<file path="src/rtl/spi_master.sv">
// Single-byte SPI mode-0 initiator: one byte out on sdout and one byte in from sdin per start pulse.
// sck is a registered divide of clk; hold_ss keeps ss low between bytes for bursts.
module spi_master #(
  parameter int CLK_DIV = 4
) (
  input  logic       clk,
  input  logic       rst,
  input  logic       start,
  input  logic       mlb,
  input  logic [7:0] tdata,
  input  logic       hold_ss,
  output logic       busy,
  output logic       done,
  output logic [7:0] rdata,
  output logic       sck,
  output logic       ss,
  output logic       sdout,
  input  logic       sdin
);
  localparam int DW = (CLK_DIV > 1) ? $clog2(CLK_DIV) : 1;
  localparam logic [DW-1:0] RELOAD = DW'(CLK_DIV - 1);

  typedef enum logic [2:0] {IDLE, SETUP, HIGH, LOW, HOLD} state_t;

  state_t        state, state_n;
  logic [DW-1:0] div, div_n;
  logic [3:0]    bitcnt, bitcnt_n, nxt;
  logic [7:0]    tx, tx_n, rx, rx_n, rx_sh, rdata_n;
  logic          msb, msb_n, busy_n, done_n, sck_n, ss_n, sdout_n;
  logic          expire;
  logic [2:0]    idx;

  always_ff @(posedge clk) begin
    if (rst) begin
      state  <= IDLE;
      div    <= '0;
      bitcnt <= 4'd0;
      tx     <= 8'h00;
      rx     <= 8'h00;
      msb    <= 1'b1;
      busy   <= 1'b0;
      done   <= 1'b0;
      rdata  <= 8'h00;
      sck    <= 1'b0;
      ss     <= 1'b1;
      sdout  <= 1'b1;
    end else begin
      state  <= state_n;
      div    <= div_n;
      bitcnt <= bitcnt_n;
      tx     <= tx_n;
      rx     <= rx_n;
      msb    <= msb_n;
      busy   <= busy_n;
      done   <= done_n;
      rdata  <= rdata_n;
      sck    <= sck_n;
      ss     <= ss_n;
      sdout  <= sdout_n;
    end
  end

  always_comb begin
    state_n  = state;
    bitcnt_n = bitcnt;
    tx_n     = tx;
    rx_n     = rx;
    msb_n    = msb;
    busy_n   = busy;
    done_n   = 1'b0;
    rdata_n  = rdata;
    sck_n    = sck;
    ss_n     = ss;
    sdout_n  = sdout;
    expire   = (div == '0);
    div_n    = expire ? div : div - DW'(1);
    nxt      = bitcnt + 4'd1;
    // bit position of the next outgoing bit, counted in transmit order
    idx      = msb ? (3'd7 - nxt[2:0]) : nxt[2:0];
    rx_sh    = msb ? {rx[6:0], sdin} : {sdin, rx[7:1]};

    case (state)
      IDLE: begin
        if (start) begin
          tx_n     = tdata;
          msb_n    = mlb;
          busy_n   = 1'b1;
          ss_n     = 1'b0;
          sdout_n  = mlb ? tdata[7] : tdata[0];
          bitcnt_n = 4'd0;
          div_n    = RELOAD;
          state_n  = SETUP;
        end else if (!ss && !hold_ss) begin
          ss_n = 1'b1;
        end
      end
      SETUP, LOW: begin
        if (expire) begin
          sck_n   = 1'b1;
          rx_n    = rx_sh;
          div_n   = RELOAD;
          state_n = HIGH;
        end
      end
      HIGH: begin
        if (expire) begin
          sck_n    = 1'b0;
          bitcnt_n = nxt;
          div_n    = RELOAD;
          if (nxt < 4'd8) begin
            sdout_n = tx[idx];
            state_n = LOW;
          end else begin
            state_n = HOLD;
          end
        end
      end
      HOLD: begin
        if (expire) begin
          rdata_n = rx;
          done_n  = 1'b1;
          busy_n  = 1'b0;
          sdout_n = 1'b1;
          ss_n    = ~hold_ss;
          state_n = IDLE;
        end
      end
      default: state_n = IDLE;
    endcase
  end
endmodule
</file>
<file path="config.mk">
export PLATFORM = sky130hd
export DESIGN_NAME = spi_master
export DESIGN_NICKNAME = d
export VERILOG_FILES = /design/src/rtl/spi_master.sv
export SDC_FILE = /design/constraint.sdc
export NUM_CORES = 1
export LEC_CHECK = 0
export ABC_CLOCK_PERIOD_IN_PS = 5600
export CAP_MARGIN = 20
export CORE_ASPECT_RATIO = 1.5
export CORE_MARGIN = 3
export CORE_UTILIZATION = 30
export CTS_BUF_LIST = sky130_fd_sc_hd__clkbuf_16
export DETAILED_ROUTE_END_ITERATION = 7
export PLACE_DENSITY = 0.48
export SLEW_MARGIN = 10
export SYNTH_ARGS = -nofsm -noshare
export SYNTH_HDL_FRONTEND = slang
export SYNTH_SLANG_ARGS = --single-unit
export TNS_END_PERCENT = 50
</file>
<file path="constraint.sdc">
create_clock -name clk -period 5.6 [get_ports clk]
set_clock_uncertainty 0.05 [all_clocks]
set_input_delay 1.12 -clock clk [delete_from_list [all_inputs] [get_ports clk]]
set_output_delay 1.12 -clock clk [all_outputs]
set_load 0.02 [all_outputs]
</file>
# [After elaboration in Yosys (flattened, before gate mapping)]
# Cells that the tools add are included.
[totals] regBits=39 rom_bits=0 wordCells=82 ram_bits=0 out_inout_bits=13 mem_count=0 latchBits=0 inputBits=14
[op_classes] shift=0 bitwise_logic=2 mux=32 order_cmp=2 add_sub_neg=3 div=0 n_eq_ne=10 mul=0 reduce_logical=21
[ops] operator="$mux W3" count=6
[ops] operator="$mux W1" count=12
[ops] operator="$pmux W3 S4" count=1
[ops] operator="$reduce_and A3 Y1" count=4
[ops] operator="$ne A2 B2 Y1 const B" count=5
[ops] operator="$mux W4" count=2
[ops] operator="$mux W8" count=1
[ops] operator="$pmux W4 S2" count=1
[ops] operator="$eq A3 B2 Y1 const B" count=2
[ops] operator="$mux W2" count=3
[ops] operator="$pmux W1 S2" count=3
[ops] operator="$reduce_and A2 Y1" count=3
[ops] operator="$reduce_bool A2 Y1" count=3
[ops] operator="$reduce_and A5 Y1" count=1
[ops] operator="$add A4 B1 Y4 const B" count=1
[ops] operator="$lt A3 B4 Y1 const B" count=1
[ops] operator="$lt A4 B4 Y1 const B" count=1
[ops] operator="$pmux W2 S2" count=1
[ops] operator="$reduce_and A4 Y1" count=1
[ops] operator="$reduce_or A2 Y1" count=2
[ops] operator="$bmux W1 S3" count=1
[ops] operator="$eq A3 B1 Y1 const B" count=1
[ops] operator="$eq A3 B3 Y1 const B" count=1
[ops] operator="$logic_not A3 Y1" count=1
[ops] operator="10 further kinds" count=12

# [Longest topological paths before layout]
# Gate-level depths: netlist of the first run.
[logic_depth] word_depth=8 depth_mapped=8 mapped_depth_nobuf=7

# [Worst setup path before layout of the first run]
# Ideal clock, no wire load.
[synth_path] kind="input to register" start="input port start" end="register ss" slack_ns=3.474 required_time_ns=5.430 cell_stages=6 setup_ns=0.120 arrival_ns=1.956 n_path_buf=1 path_cell_list="nand2b_1 or3_1 buf_2 o21ai_1 a21oi_1 or2_1"
[synth_via] elab_chain_len=2 word_cells_on_any_way=4 cone_classes="1 x eq/ne; 2 x mux; 1 x reduce/logical"
[synth_rtl] element="start: declaration" line="8" rtl="input logic start,"
[synth_rtl] element="$ne A3 B3 Y1 (no source line) or $mux W1 (tied branches)"
[synth_rtl] element="$reduce_and A3 Y1 (no source line) or $pmux W1 S2 (tied branches)"
[synth_rtl] element="end signal: assignment" line="58" rtl="ss <= ss_n;"
[synth_rtl] element="end: declaration" line="16" rtl="output logic ss,"
# Several ways; a longest one is shown, not always the timed one.
# A chain may end at the register's enable or synchronous reset.

# [Final worst setup path of the first run]
# Ends and elaborated chain as after synthesis.

==> flow_summary.yaml, run 1 <==
worst_setup_path:
  worstSetupStartpointType: "input port"
  cp-end-kind: "flop"
  cp_slowest_cell: "clkdlybuf4s50_1"
  critPathMaxStageDelay_ns: 0.50
  crit_chain: "clkdlybuf4s50_1, nand2b_1, or3_1, o21ai_1, a21oi_1, or2_1"
  critPathKind: "in -> reg"
  critical_path_required_ns: 5.72
  path_max_fanout: 10
  arrival_ns: 2.62
power_and_ir_drop:
  power_density_mw_per_mm2: 310
  peakVddDrop_v: 0.000187
  p_total_mw: 0.705
  leakage_nw: 0.882
clocking:
  clock_path_buffers: 2
  hold_buffers: 0
  cts_resized: 0
  clock_latency_ns: 0.28
  h-tree-depth: 2
  clk_pin_slew_ns: 0.06
  cts_tree: "yes"
  cts-buffers-inserted: 5
  clock_sinks: 39
  post_cts_buffers: 0
  cts_root_buf: "clkbuf_16"
routing:
  vias: 1566
  first_pass_iters: 4
  drt-initial-drc-count: 33
  avgRoutedWirePerCell_um: 13.6
  drt.antenna.violating_nets: 0
  vias_per_cell: 4.97
  drc_errors: 0
  finalWirelength_um: 4300
timing:
  fin_crit_ns: 2.50
  clock.fmax_ghz: 0.400
  hold_viol: 0
  relSlewSlack_pct: 53.5
  tns_ns: 0
  slew_violations: 0
  finalSetupViolCount: 0
  fin_crit_sh_pct: 44.6
  tightest_slew_ns: 0.696
  rsz0062_at_grt: "false"
synthesis:
  synth_edf_count: 0
  ys_async_sr_fraction_pct: 0
  synth_cell_types: 40
  ys.warnings.count: 0
  syn_area_mm2: 0.00184
  synth-seq-area-share_pct: 42.4
  synth.largest_area_cell: "dfxtp_1"
  synth_area_leaders: "dfxtp_1, nand2_1, a21oi_1"
  syn_nets: 240
  ys_top_cells_by_count: "nand2_1, dfxtp_1, a21oi_1"
  synth-seq-cells: 39
  synth.avg_cell_area_um2: 8.28
  synthFlopType: "dfxtp_1"
  synth_top_area_share_pct: 42.4
  synth_most_common_cell: "nand2_1"
  synthCells: 222
floorplan:
  die-area_mm2: 0.00713
  initial_core_util_pct: 31.3
  io_pins: 27
  dieHeight_um: 102
  die_w_um: 69.9
  num_rows: 34
  core_area_mm2: 0.00587
final_layout:
  layout-drive-gt1-share_pct: 5.35
  diodes: 0
  fin_util_pct: 38.7
  fillers: 631
  layout.nets: 260
  synthToLayoutAreaGrowth_pct: 23.5
  instances_no_fill: 315
hold_path:
  hold_class: "reg -> reg"
global_route:
  grt_overflow: 0
  gr-usage-all-layers_pct: 13.0
  first_global_vias: 1551
  grt_pass1_wl_um: 7360
  antenna_found_initial: 0
  grt_max_degree: 41
flow_run:
  maxCapViolCount: 0
placement:
  post-dp-hpwl_um: 3000
  dp.cells: 307
  routabilityCongestion: 0.687
  port_buffers: 26
status:
  outcome: "complete, no violations"
## report_power, final
part / switching (mW) / internal, mW / total, mW
Sequential: 0.0280 / 0.299 / 0.327
Clock: 0.109 / 0.161 / 0.269
Combinational: 0.0576 / 0.0511 / 0.109
Total: 0.194 / 0.511 / 0.705
## state kept, by name, indices dropped and copies added, names as in the netlist
signal / flops
div: 2
ss: 1
done: 1
state: 3
sck: 1
rx: 8
sdout: 1
bitcnt: 4
msb: 1
rdata: 8
tx: 8
busy: 1
## metrics by stage
stage               setup WS, ns  hold WS (ns)  cell area [um2]
floorplan                   3.47         0.386             1840
global placement            2.85         0.397             2130
detailed placement          2.81         0.399             2130
CTS                         3.11         0.407             2270
global route                3.04         0.425             2270
finish                      3.10         0.405             2270
## placed cells by master (no fill, tap or decap), types with 2 or more instances in the layout
master and n:
inv_1 9, nor3_1 4, clkbuf_16 5, or3_1 2, nand3b_1 5, a21oi_1 25, nor3_2 2, mux4_2 2
and3_1 2, nand2_1 42, nand4_1 2, clkdlybuf4s50_1 26, o21ai_1 2, a211oi_1 9, o311ai_0 2, dfxtp_1 39
ha_1 4, o311a_1 2, nor2_1 24, mux2i_1 10, o21ai_0 3, nand3_1 3
## worst max-delay path: cells and delay by family
kind	cells	cell delay (ns)
AO/OA/AOI/OAI	2	0.18
AND/OR/NAND/NOR	3	0.83
buffers and inverters	1	0.50
## path summary, 6_finish.rpt
check	start	to	slack, ns	cells after the start
worst max-delay path	start	ss	3.10	6
worst min-delay path	rdata[4]	rdata[4]	0.40	2
worst max register to register	bitcnt[0]	sdout	3.45	5
worst min register to register	rdata[4]	rdata[4]	0.40	2
## routing by layer
| layer | vias to the layer above | global-route usage [%] | share of wire, % |
|---|---|---|---|
| li1 | 812 | - | - |
| met1 | 737 | 15.0 | 45 |
| met2 | 13 | 23.5 | 52 |
| met3 | 4 | 2.95 | 1.7 |
| met4 | 0 | 4.42 | 1.3 |
| met5 | - | 0 | 0 |
## logic make-up (layout without fill, tap and decap cells)
kind of cell | after synthesis | in the layout | share of synthesized area (%)
buf+inv | 21 | 42 | 4.83
fa+ha+maj | 4 | 4 | 2.72
compound gates | 50 | 50 | 17.1
flops | 39 | 39 | 42.4
simple gates | 93 | 93 | 23.2
xor+xnor | 3 | 3 | 1.84
mux | 12 | 12 | 7.89
## final cells by class
type                    count  area, um2  share of cell area, %
clock buffers               5        125                   5.51
clock inverters             3       12.5                  0.551
inverters                   7       26.3                   1.16
multi-input cells         162        970                   42.7
flip-flops and latches     39        781                   34.4
well taps                  72       90.1                   3.96
repair buffers             27        268                   11.8
Note: power is estimated with default switching activity, not from simulation.
==> inputs of run 2 (changes only) <==
--- a/config.mk
+++ b/config.mk
@@ -5,14 +5,14 @@
 export SDC_FILE = /design/constraint.sdc
 export NUM_CORES = 1
 export LEC_CHECK = 0
-export ABC_CLOCK_PERIOD_IN_PS = 5600
+export ABC_CLOCK_PERIOD_IN_PS = 2100
 export CAP_MARGIN = 20
 export CORE_ASPECT_RATIO = 1.5
 export CORE_MARGIN = 3
 export CORE_UTILIZATION = 30
 export CTS_BUF_LIST = sky130_fd_sc_hd__clkbuf_16
 export DETAILED_ROUTE_END_ITERATION = 7
-export PLACE_DENSITY = 0.48
+export PLACE_DENSITY = 0.5
 export SLEW_MARGIN = 10
 export SYNTH_ARGS = -nofsm -noshare
 export SYNTH_HDL_FRONTEND = slang
==> constraint.sdc (replaced) <==
create_clock -name clk -period 2.1 [get_ports clk]
set_clock_uncertainty 0.05 [all_clocks]
set_input_delay 0.42 -clock clk [delete_from_list [all_inputs] [get_ports clk]]
set_output_delay 0.42 -clock clk [all_outputs]
set_load 0.02 [all_outputs]
==> run 2 against run 1 <==
Against the previous run: worst hold slack got worse by 0.0017 ns; largest power group unchanged; global-route usage is 0.32 points lower; count of clock-buffer cells in the layout unchanged; register-to-register slack lost 3.2 ns; non-clock buffer count is 9 higher; critical endpoint is now sdout; sequential share of layout area down 1.0 points; sequential power rose to 2.6 times the previous value; cell area rose by 3.1%; first-iteration DRC count increased by 120%; combinational power grew to 2.9 times the previous value; setup slack got worse by 2.9 ns; die area unchanged; highest routed layer unchanged.
==> flow_summary.yaml, run 2 (synthesis results as in run 1) <==
power_and_ir_drop:
  power_density_mw_per_mm2: 813
  p_switching_mw: 0.525
  power_frac_clock_pct: 38.0
  p_comb_share_pct: 16.9
  peakVddDrop_v: 0.000406
  switching_share_pct: 27.6
  power.internal_mw: 1.38
  leakage_nw: 0.923
  p_total_mw: 1.91
  seqPwrFrac_pct: 45.2
timing:
  setup_slack_ns: 0.223
  rsz0062_at_grt: "false"
  hold_viol: 0
  slew_violations: 0
  clock.fmax_ghz: 0.533
  tns_ns: 0
  fin_crit_ns: 1.88
  tightest_slew_ns: 0.535
  finalSetupViolCount: 0
  relSlewSlack_pct: 64.3
  fin_hold_ws_ns: 0.403
  fin_crit_sh_pct: 89.4
worst_setup_path:
  critical_path_required_ns: 2.22
  cp-end-kind: "flop"
  arrival_ns: 1.99
  path_max_fanout: 8
  worstSetupStartpointType: "flop"
  critPathKind: "reg -> reg"
floorplan:
  die-area_mm2: 0.00713
  num_rows: 34
  die_w_um: 69.9
  dieHeight_um: 102
  io_pins: 27
  core_area_mm2: 0.00587
  initial_core_util_pct: 31.3
placement:
  port_buffers: 26
  routabilityCongestion: 0.738
  dp.cells: 316
  place_ws_ns: 0.172
  post-dp-hpwl_um: 3120
clocking:
  post_cts_buffers: 0
  cts_tree: "yes"
  hold_buffers: 0
  clock_sinks: 39
  clk_pin_slew_ns: 0.06
  clock_path_buffers: 2
  clock_latency_ns: 0.28
  cts-buffers-inserted: 5
  h-tree-depth: 2
  cts_root_buf: "clkbuf_16"
  cts_resized: 0
final_layout:
  final_common_cell: "nand2_1"
  final_cell_mix: "nand2_1, dfxtp_1, clkdlybuf4s50_1"
  diodes: 0
  layout.nets: 269
  synthToLayoutAreaGrowth_pct: 27.4
  layout-drive-gt1-share_pct: 9.13
  top_regs: "rdata x8, rx x8, tx x8"
  instances_no_fill: 324
flow_run:
  maxCapViolCount: 0
routing:
  dr_wl_met2_um: 2370
  drt.antenna.violating_nets: 0
  drt-initial-drc-count: 74
  wl_met1_um: 1870
  first_pass_iters: 4
  finalWirelength_um: 4330
  vias: 1620
  drc_errors: 0
  met3WireLength_um: 68
  top_layer: "met4"
  vias_per_cell: 5.00
  avgRoutedWirePerCell_um: 13.4
global_route:
  grt_max_degree: 22
  antenna_found_initial: 0
  gr-usage-all-layers_pct: 12.7
  grt_overflow: 0
  first_global_vias: 1582
  grt_pass1_wl_um: 7250
status:
  outcome: "complete, no violations"
hold_path:
  hold_class: "reg -> reg"
[run 2: cell types whose count changed in the layout (fill, tap and decap cells not counted)]
cell        delta
buf_4          +9
inv_1          -1
clkinvlp_4     +1
[run 2: routing by layer]
metal	track usage [%]	up-vias
met3	1.77	2
met5	0	-
li1	-	836
met4	5.31	0
met2	24.1	16
met1	14.0	766
[run 2: power by group through the flow]
| stage | registers, mW | clock network (mW) | logic [mW] |
|---|---|---|---|
| 2_1_floorplan | 0.858 | 0 | 0.224 |
| 3_3_place_gp | 0.876 | 0 | 0.322 |
| 3_5_place_dp | 0.877 | 0 | 0.325 |
| 4_1_cts | 0.862 | 0.740 | 0.327 |
| 5_1_grt | 0.871 | 0.770 | 0.362 |
| 6_report | 0.861 | 0.724 | 0.321 |
[run 2: worst paths after layout]
kind,start,to,slack [ns],cells past startpoint
max,bitcnt[0],sdout,0.22,7
min,rdata[6],rdata[6],0.40,2
max reg2reg,bitcnt[0],sdout,0.22,7
min reg2reg,rdata[6],rdata[6],0.40,2
[run 2: final cells by class]
type | instances | area, um2
repair buffers | 36 | 335
well taps | 72 | 90.1
flip-flops and latches | 39 | 781
clock buffers | 5 | 125
multi-input cells | 162 | 970
inverters | 7 | 26.3
clock inverters | 3 | 16.3
fillers | 630 | 3530
[run 2: critical path: stages, from the launching register on]
cell and delay (ns):
dfxtp_1 0.31, ha_1 0.37, buf_4 0.19, or3b_1 0.35
a21oi_1 0.15, a221o_1 0.13, nand4_1 0.11, o311a_1 0.12
[run 2: metrics by stage]
stage / cell area (um2) / util (%)
floorplan: 1840 / -
global placement: 2200 / 37.5
finish: 2340 / 39.9
CTS: 2340 / 39.9
global route: 2340 / 39.9
detailed placement: 2200 / 37.5
==> inputs of run 3 (changes only) <==
--- a/config.mk
+++ b/config.mk
@@ -9,10 +9,10 @@
 export CAP_MARGIN = 20
 export CORE_ASPECT_RATIO = 1.5
 export CORE_MARGIN = 3
-export CORE_UTILIZATION = 30
+export CORE_UTILIZATION = 34
 export CTS_BUF_LIST = sky130_fd_sc_hd__clkbuf_16
 export DETAILED_ROUTE_END_ITERATION = 7
-export PLACE_DENSITY = 0.5
+export PLACE_DENSITY = 0.55
 export SLEW_MARGIN = 10
 export SYNTH_ARGS = -nofsm -noshare
 export SYNTH_HDL_FRONTEND = slang
==> run 3 against run 2 <==
Against the previous run: via count fell by 2.8%; clock power is 0.8% lower; count of clock-buffer cells in the layout did not move; cell area decreased by 0.59%; core utilization grew 4.8 points.
==> flow_summary.yaml, run 3 (synthesis results as in run 1) <==
worst_setup_path:
  crit_chain: "ha_1, buf_4, or3b_1, a21oi_1, a221o_1, nand4_1, o311a_1"
  crit_cells: 7
  critPathMaxStageDelay_ns: 0.35
  r2r_end: "sdout"
  cp_num_buf_inv: 1
  crit_path_end: "sdout"
  r2r_start: "bitcnt[0]"
  cp_slowest_cell: "ha_1"
  arrival_ns: 1.96
  cp-startpoint: "bitcnt[0]"
  rrSetupSlack_ns: 0.25
  path_max_fanout: 9
  crit_family: "simple AND/OR/NAND/NOR gates"
  critical_path_required_ns: 2.22
  critPathKind: "reg -> reg"
  worstSetupStartpointType: "flop"
  rr_worst_depth: 7
  cp-end-kind: "flop"
global_route:
  antenna_found_initial: 0
  grt_overflow: 0
  grt_pass1_wl_um: 6750
  gr-usage-all-layers_pct: 13.9
  first_global_vias: 1468
  grt_max_degree: 22
clocking:
  cts_tree: "yes"
  post_cts_buffers: 0
  clock_latency_ns: 0.28
  h-tree-depth: 2
  cts-buffers-inserted: 5
  clk_pin_slew_ns: 0.06
  clock_path_buffers: 2
  clock_sinks: 39
  hold_buffers: 0
  cts_resized: 0
  cts_root_buf: "clkbuf_16"
floorplan:
  num_rows: 32
  core_area_mm2: 0.00520
  io_pins: 27
  dieHeight_um: 96.1
  initial_core_util_pct: 35.3
  die_w_um: 66.1
  die-area_mm2: 0.00635
flow_run:
  maxCapViolCount: 0
final_layout:
  synthToLayoutAreaGrowth_pct: 26.7
  final_cell_mix: "nand2_1, dfxtp_1, clkdlybuf4s50_1"
  layout-drive-gt1-share_pct: 8.37
  layout.nets: 268
  fillers: 564
  final_cell_area_mm2: 0.00233
  top_regs: "rdata x8, rx x8, tx x8"
  final_common_cell: "nand2_1"
  diodes: 0
  fin_util_pct: 44.8
power_and_ir_drop:
  leakage_nw: 0.911
  p_switching_mw: 0.517
  p_comb_share_pct: 16.9
  power_frac_clock_pct: 37.8
  power_density_mw_per_mm2: 814
  seqPwrFrac_pct: 45.3
  switching_share_pct: 27.3
  power.internal_mw: 1.38
  peakVddDrop_v: 0.000416
routing:
  finalWirelength_um: 4090
  wl_met1_um: 1780
  drt-initial-drc-count: 85
  top_layer: "met4"
  vias: 1574
  first_pass_iters: 4
  drc_errors: 0
  met3WireLength_um: 92
  drt.antenna.violating_nets: 0
  avgRoutedWirePerCell_um: 12.8
  dr_wl_met2_um: 2160
  vias_per_cell: 4.93
status:
  outcome: "complete, no violations"
timing:
  fin_crit_sh_pct: 87.9
  tightest_slew_ns: 0.522
  relSlewSlack_pct: 65.2
  finalSetupViolCount: 0
  fin_crit_ns: 1.85
  rsz0062_at_grt: "false"
  slew_violations: 0
  tns_ns: 0
  clock.fmax_ghz: 0.542
  hold_viol: 0
hold_path:
  hold_class: "reg -> reg"
  hold_depth: 2
placement:
  post-dp-hpwl_um: 2960
  placed_area_mm2: 0.00219
  port_buffers: 26
  routabilityCongestion: 0.734
run 3: cell types whose count changed in the layout (fill, tap and decap cells not counted):
cell      previous run  this run
buf_4               10         9
clkinv_1             0         2
clkinv_2             1         0
inv_1                8         7
run 3: power by group through the flow:
stage          Sequential (mW)  Combinational, mW  Clock (mW)
2_1_floorplan            0.858              0.224           0
3_3_place_gp             0.875              0.319           0
3_5_place_dp             0.875              0.324           0
4_1_cts                  0.860              0.326       0.746
5_1_grt                  0.870              0.359       0.772
6_report                 0.859              0.320       0.718
run 3: final cells by class:
class	instances	area [um2]	share of cell area, %
clock buffer	5	125	5.37
clock inverter	3	15.0	0.644
inverter	7	26.3	1.13
multi-input combinational	162	970	41.6
sequential	39	781	33.5
tap	68	85.1	3.65
timing repair buffer	35	328	14.1
run 3: worst reg2reg max path: cells and delay by family (launching register included):
kind | cells | cell delay, ns
DFF | 1 | 0.31
buffers and inverters | 1 | 0.19
adders and majority gates | 1 | 0.35
and+or+nand+nor | 2 | 0.45
AOI/OAI and AO/OA | 3 | 0.40
run 3: worst min path at each step:
stage | slack (ns) | end | startpoint
finish | 0.40 | rdata[4] | rdata[4]
global route | 0.42 | tx[0] | tx[0]
CTS | 0.41 | rdata[4] | rdata[4]
detailed placement | 0.40 | rdata[4] | rdata[4]
global placement | 0.40 | rdata[1] | rdata[1]
floorplan | 0.39 | tx[0] | tx[0]
run 3: stage by stage:
stage / hold WS (ns) / power, mW / setup slack (ns) / cells
3_3_place_gp: 0.396 / 1.19 / 0.185 / 311
6_report: 0.404 / 1.90 / 0.254 / 319
4_1_cts: 0.407 / 1.93 / 0.240 / 319
2_1_floorplan: 0.386 / 1.08 / 0.340 / 222
3_5_place_dp: 0.397 / 1.20 / 0.180 / 311
5_1_grt: 0.424 / 2.00 / 0.157 / 319
run 3: per-layer routing:
metal	global-route usage (%)	up-vias
li1	-	828
met1	15.6	729
met2	24.7	12
met3	3.39	5
met4	5.59	0
met5	0	-
